`src/rtl/cp0_pkg.sv`:
```
// ============================================================================
// Module   : cp0_pkg
// Brief    : Shared CP0 definitions: ExcCodes, register indices, status bits,
//            exception-scheduler FSM states.
// Revision : 1.0 - initial release
// ============================================================================
`default_nettype none

package cp0_pkg;

  localparam logic [4:0] EXC_INT  = 5'h00;
  localparam logic [4:0] EXC_ADEL = 5'h04;
  localparam logic [4:0] EXC_ADES = 5'h05;
  localparam logic [4:0] EXC_SYS  = 5'h08;
  localparam logic [4:0] EXC_BP   = 5'h09;
  localparam logic [4:0] EXC_RI   = 5'h0a;
  localparam logic [4:0] EXC_OV   = 5'h0c;
  localparam logic [4:0] EXC_NONE = 5'h10;
  localparam logic [4:0] EXC_ERET = 5'h11;

  localparam int CP0_BADVADDR = 8;
  localparam int CP0_STATUS   = 12;
  localparam int CP0_CAUSE    = 13;
  localparam int CP0_EPC      = 14;

  localparam int STATUS_IE  = 0;
  localparam int STATUS_EXL = 1;

  typedef enum logic [1:0] {
    ST_IDLE     = 2'd0,
    ST_FLUSH    = 2'd1,
    ST_REDIRECT = 2'd2
  } exc_state_e;

endpackage

`default_nettype wire

```
`src/rtl/exc_prio_enc.sv`:
```
// ============================================================================
// Module   : exc_prio_enc
// Brief    : Combinational priority encoder {int_p, mem_exc, mem_eret} -> ExcCode.
// Revision : 1.0 - initial release
// ============================================================================
`default_nettype none

module exc_prio_enc
  import cp0_pkg::*;
(
  input  logic       int_p,
  input  logic [6:0] mem_exc,   // {ades, adel, ov, bp, sys, ri, adel_if}
  input  logic       mem_eret,
  output logic [4:0] exccode
);

  always_comb begin
    exccode = EXC_NONE;
    if (int_p)           exccode = EXC_INT;
    else if (mem_exc[0]) exccode = EXC_ADEL;
    else if (mem_exc[1]) exccode = EXC_RI;
    else if (mem_exc[2]) exccode = EXC_SYS;
    else if (mem_exc[3]) exccode = EXC_BP;
    else if (mem_exc[4]) exccode = EXC_OV;
    else if (mem_exc[5]) exccode = EXC_ADEL;
    else if (mem_exc[6]) exccode = EXC_ADES;
    else if (mem_eret)   exccode = EXC_ERET;
  end

endmodule

`default_nettype wire

```
`src/rtl/exc_ctrl.sv`:
```
// ============================================================================
// Module   : exc_ctrl
// Brief    : Commit-point exception scheduler: arbitration, flush/redirect
//            sequencing and stall arbitration. Optional event counters are
//            enabled by defining EXC_CTRL_CNT_EN.
// Revision : 1.0 - initial release
// ============================================================================
`default_nettype none

module exc_ctrl
  import cp0_pkg::*;
#(
  parameter int FLUSH_CYCLES = 2,
  parameter int NSTG         = 6
) (
  input  logic            clk,
  input  logic            rst,
  input  logic            mem_valid,
  input  logic [31:0]     mem_pc,
  input  logic            mem_in_delay,
  input  logic [6:0]      mem_exc,
  input  logic            mem_eret,
  input  logic [31:0]     status_i,
  input  logic [31:0]     cause_i,
  input  logic [31:0]     cp0_excaddr,
  input  logic            stallreq_id,
  input  logic            stallreq_ex,
  output logic [4:0]      exccode_o,
  output logic [31:0]     pc_o,
  output logic            in_delay_o,
  output logic            flush_o,
  output logic [NSTG-1:0] stall_o,
  output logic            redirect_valid,
  output logic [31:0]     redirect_pc,
`ifdef EXC_CTRL_CNT_EN
  output logic [31:0]     exc_cnt,
  output logic [31:0]     int_cnt,
`endif
  output logic            busy
);

  localparam int              CNT_W    = 3;
  localparam logic [NSTG-1:0] STALL_EX = NSTG'(4'b1111);
  localparam logic [NSTG-1:0] STALL_ID = NSTG'(3'b111);

  exc_state_e       state_q, state_d;
  logic [CNT_W-1:0] cnt_q, cnt_d;

  logic       int_p;
  logic [4:0] prio_code;
  logic       commit_active;
  logic       take;
  logic       unused_status_bits;

  assign int_p = status_i[STATUS_IE] & ~status_i[STATUS_EXL]
               & (|(cause_i[15:10] & status_i[15:10]));
  assign unused_status_bits = ^{status_i[31:16], status_i[9:2], cause_i[31:16], cause_i[9:0]};

  exc_prio_enc u_prio (
    .int_p    (int_p),
    .mem_exc  (mem_exc),
    .mem_eret (mem_eret),
    .exccode  (prio_code)
  );

  assign commit_active = (state_q == ST_IDLE) && mem_valid;
  assign exccode_o     = commit_active ? prio_code : EXC_NONE;
  assign pc_o          = commit_active ? mem_pc : 32'h0;
  assign in_delay_o    = commit_active ? mem_in_delay : 1'b0;
  assign take          = (exccode_o != EXC_NONE);

  always_comb begin
    state_d        = state_q;
    cnt_d          = cnt_q;
    flush_o        = 1'b0;
    stall_o        = '0;
    redirect_valid = 1'b0;
    redirect_pc    = 32'h0;
    case (state_q)
      ST_IDLE: begin
        if (take) begin
          // A committing exception preempts any stall request.
          flush_o = 1'b1;
          state_d = ST_FLUSH;
          cnt_d   = CNT_W'(FLUSH_CYCLES - 1);
        end else if (stallreq_ex) begin
          stall_o = STALL_EX;
        end else if (stallreq_id) begin
          stall_o = STALL_ID;
        end
      end
      ST_FLUSH: begin
        flush_o = 1'b1;
        stall_o = '1;
        if (cnt_q == '0) state_d = ST_REDIRECT;
        else             cnt_d   = cnt_q - 1'b1;
      end
      ST_REDIRECT: begin
        // CP0 has latched the handler/EPC target by now.
        redirect_valid = 1'b1;
        redirect_pc    = cp0_excaddr;
        state_d        = ST_IDLE;
      end
      default: state_d = ST_IDLE;
    endcase
  end

  always_ff @(posedge clk) begin
    if (rst) begin
      state_q <= ST_IDLE;
      cnt_q   <= '0;
    end else begin
      state_q <= state_d;
      cnt_q   <= cnt_d;
    end
  end

  assign busy = (state_q != ST_IDLE);

`ifdef EXC_CTRL_CNT_EN
  logic [31:0] exc_cnt_q, exc_cnt_d;
  logic [31:0] int_cnt_q, int_cnt_d;

  always_comb begin
    exc_cnt_d = exc_cnt_q;
    int_cnt_d = int_cnt_q;
    if (take && exccode_o != EXC_ERET) exc_cnt_d = exc_cnt_q + 32'd1;
    if (take && exccode_o == EXC_INT)  int_cnt_d = int_cnt_q + 32'd1;
  end

  always_ff @(posedge clk) begin
    if (rst) begin
      exc_cnt_q <= '0;
      int_cnt_q <= '0;
    end else begin
      exc_cnt_q <= exc_cnt_d;
      int_cnt_q <= int_cnt_d;
    end
  end

  assign exc_cnt = exc_cnt_q;
  assign int_cnt = int_cnt_q;
`endif

endmodule

`default_nettype wire

```
`config.mk`:
```
export PLATFORM = sky130hd
export DESIGN_NAME = exc_ctrl
export DESIGN_NICKNAME = d
export VERILOG_FILES = /design/src/rtl/cp0_pkg.sv /design/src/rtl/exc_prio_enc.sv /design/src/rtl/exc_ctrl.sv
export SDC_FILE = /design/constraint.sdc
export NUM_CORES = 1
export LEC_CHECK = 0
export ABC_AREA = 1
export CAP_MARGIN = 20
export CELL_PAD_IN_SITES_DETAIL_PLACEMENT = 1
export CELL_PAD_IN_SITES_GLOBAL_PLACEMENT = 1
export CORE_ASPECT_RATIO = 0.75
export CORE_MARGIN = 3
export CORE_UTILIZATION = 10
export CTS_BUF_LIST = sky130_fd_sc_hd__clkbuf_8
export DETAILED_ROUTE_END_ITERATION = 8
export GPL_TIMING_DRIVEN = 1
export PLACE_DENSITY_LB_ADDON = 0.1
export SLEW_MARGIN = 20
export SYNTH_ARGS = -nofsm -noshare
export SYNTH_HDL_FRONTEND = slang
export SYNTH_HIERARCHICAL = 1
export SYNTH_SLANG_ARGS = --single-unit
```
`constraint.sdc`:
```
create_clock -name clk -period 4.39 [get_ports clk]
set_input_delay 0.439 -clock clk [delete_from_list [all_inputs] [get_ports clk]]
set_output_delay 0.439 -clock clk [all_outputs]
set_load 0.01 [all_outputs]
```
==> flow_metrics.env <==
export IMPL_fillers=1329
export IMPL_grt_max_degree=38
export IMPL_row_count=32
export IMPL_min_path_type="reg2reg"
export IMPL_finalPower_uw=527
export IMPL_avgSynthCellArea_um2=4.84
export IMPL_cts_made_buffers=3
export IMPL_finalSetupTns_ns=0
export IMPL_clock_fmax_mhz=273
export IMPL_multiInputGateArea_um2=611
export IMPL_postCtsSetupBuffers=0
export IMPL_die_x_um=128
export IMPL_holdCritStartpoint="state_q[1]"
export IMPL_ios=221
export IMPL_setup_viol=0
export IMPL_area_growth_pct=165
export IMPL_cp_slowest_cell="clkdlybuf4s50_1"
export IMPL_dr_pass1_iters=3
export IMPL_syn_inst=232
export IMPL_clkSinkCount=5
export IMPL_placed_cell_area_um2=2930
export IMPL_drt_first_iter_violations=36
export IMPL_insertedDiodeCount=0
export IMPL_routed_wl_um=6440
export IMPL_fp_dieArea_um2=12600
export IMPL_ys_types=26
export IMPL_overflow=0
export IMPL_port_buffers=170
export IMPL_drive_above_1_share_pct=5.56
export IMPL_vias=1806
export IMPL_finalCritPeriodShare_pct=83.6
export IMPL_cts_tree="done"
export IMPL_crit_buf_inv=2
export IMPL_grt_pass1_vias=1779
export IMPL_required_ns=3.95
export IMPL_cts_resized=0
export IMPL_p_leak_nw=1.45
export IMPL_worstSetupEndpointType="output port"
export IMPL_syn_area_um2=1120
export IMPL_crit_type="in2out"
export IMPL_grt_pass1_wl_um=9690
export IMPL_cpMostUsedCell="nand2_1"
export IMPL_hold_viol=0
export IMPL_routed_via_density=3.39
export IMPL_drc=0
export IMPL_ys_warn_count=6
export IMPL_period_needed_ns=3.67
export IMPL_slew_viol_final=0
export IMPL_regToRegEndpoint="cnt_q[1]"
export IMPL_r2r_worst_path_cells=7
export IMPL_fin_nets=541
export IMPL_cpPeakStageDelay_ns=0.67
export IMPL_core_area_um2=10600
export IMPL_min_to="state_q[1]"
export IMPL_ctsHtreeMaxLevel=1
export IMPL_rsz0062_at_grt="no"
export IMPL_peakVddDrop_v=0.0000524
export IMPL_clk_latency_ns=0.22
export IMPL_design_area_um2=2970
export IMPL_r2r_slack_ns=3.17
export IMPL_cts_max_path_buffers=2
export IMPL_clock_skew_ns=0.00168
export IMPL_holdBufCountCts=0
export IMPL_syn_nets=376
export IMPL_track_usage_pct=9.53
export IMPL_ant_nets=0
export IMPL_routabilityCongestion=0.714
export IMPL_clk_pin_slew_worst_paths_ns=0.04
export IMPL_status="completed"
export IMPL_antenna_found_initial=0
export IMPL_cp_cell_sequence="clkdlybuf4s50_1 -> nand2_1 -> nand4_1 -> nor2_1 -> nor3b_1 -> nor2_4 -> nand2_1 -> a21oi_1 -> o31ai_4 -> nand2_1 -> o21ai_0 -> clkdlybuf4s50_1"
export IMPL_worst_pin_slew_ns=0.969
export IMPL_ys_seq_elements=5
export IMPL_powerDensity_nw_per_um2=177
export IMPL_cp_top_family="buffers and inverters"
export IMPL_die_y_um=97.8
export IMPL_cp_arrival_ns=3.23
export IMPL_timing_rr_start="state_q[0]"
export IMPL_hold_depth=1
export IMPL_start_kind="input pin"
export IMPL_seq_area_frac_synth_pct=8.91
export IMPL_slew_headroom_pct=35.3
export IMPL_clockRootBuffer="clkbuf_8"
export IMPL_register_area_um2=100
export IMPL_dp_hpwl_um=5740
export IMPL_max_cap_violations=0
export IMPL_start_util_pct=10.6
export IMPL_avgRoutedWirePerCell_um=12.1
export IMPL_path_max_fanout=5
cell families (layout without fill, tap and decap cells):
family | Yosys count | in the layout | share of synthesized area (%)
flip-flops | 5 | 5 | 8.91
AND/OR/NAND/NOR | 109 | 109 | 43.0
adder cells (fa/ha/maj) | 2 | 2 | 2.23
buffers and inverters | 102 | 266 | 36.7
AO/OA/AOI/OAI | 14 | 14 | 9.13
worst max path at each step:
stage / startpoint / cells after the start / slack, ns / to
3_5_place_dp: cause_i[12] / 12 / 0.64 / stall_o[2]
2_1_floorplan: cause_i[14] / 11 / 1.74 / stall_o[1]
6_report: status_i[14] / 12 / 0.72 / stall_o[2]
4_1_cts: status_i[14] / 12 / 0.64 / stall_o[2]
3_3_place_gp: cause_i[14] / 12 / 0.68 / stall_o[2]
5_1_grt: cause_i[12] / 12 / 0.42 / stall_o[2]
per-stage QoR:
step                      setup WS (ns)  utilization [%]  hold WS [ns]  std cells
after floorplan                    1.74                -         0.461        232
after global placement            0.680             27.6         0.488        528
after detailed placement          0.641             27.6         0.499        528
after CTS                         0.642             28.0         0.509        532
after global routing              0.422             28.0         0.537        532
final                             0.721             28.0         0.498        532
cells in the mapped netlist (all sizes together):
| master | count | area (um^2) |
|---|---|---|
| a21oi | 3 | 15.0 |
| a22o | 1 | 8.76 |
| a31oi | 1 | 6.26 |
| buf | 10 | 67.6 |
| dfxtp | 5 | 100 |
| ha | 2 | 25.0 |
| inv | 92 | 345 |
| nand2 | 20 | 82.6 |
| nand3 | 3 | 27.5 |
| nand4 | 3 | 18.8 |
| nor2 | 79 | 325 |
| nor3 | 2 | 15.0 |
| nor3b | 1 | 7.51 |
| o21ai | 8 | 51.3 |
| o31ai | 1 | 21.3 |
| or2 | 1 | 6.26 |
layer usage:
| layer | vias to the layer above | wire length, um | GRT usage (%) |
|---|---|---|---|
| li1 | 952 | - | - |
| met1 | 769 | 2670 | 11.9 |
| met2 | 77 | 3070 | 17.0 |
| met3 | 8 | 603 | 1.53 |
| met4 | 0 | 94 | 2.20 |
| met5 | - | 0 | 0 |
cell type report:
| cell class | instances | share of cell area (%) |
|---|---|---|
| Tap cell | 136 | 5.72 |
| Inverter | 92 | 11.6 |
| Clock inverter | 1 | 0.126 |
| Multi-Input combinational cell | 125 | 20.5 |
| Timing Repair Buffer | 170 | 57.2 |
| Sequential cell | 5 | 3.37 |
| Clock buffer | 3 | 1.39 |
registers in the layout, indices dropped and copies added (netlist names):
signal	cells
cnt_q	3
state_q	2
layout by cell type, fill, tap and decap left out, drive strengths merged:
cell / n
nand2: 20
o31ai: 1
o21ai: 8
or2: 1
a31oi: 1
dfxtp: 5
inv: 93
ha: 2
nor3: 2
nand4: 3
nor2: 79
clkdlybuf4s50: 170
nor3b: 1
nand3: 3
a21oi: 3
a22o: 1
clkbuf: 3
report_power, final:
group          total, mW  internal (mW)  switching (mW)
sequential        0.0597         0.0541         0.00564
clock             0.0843         0.0601          0.0242
combinational      0.383          0.212           0.171
Note: power is estimated with default switching activity, not from simulation.
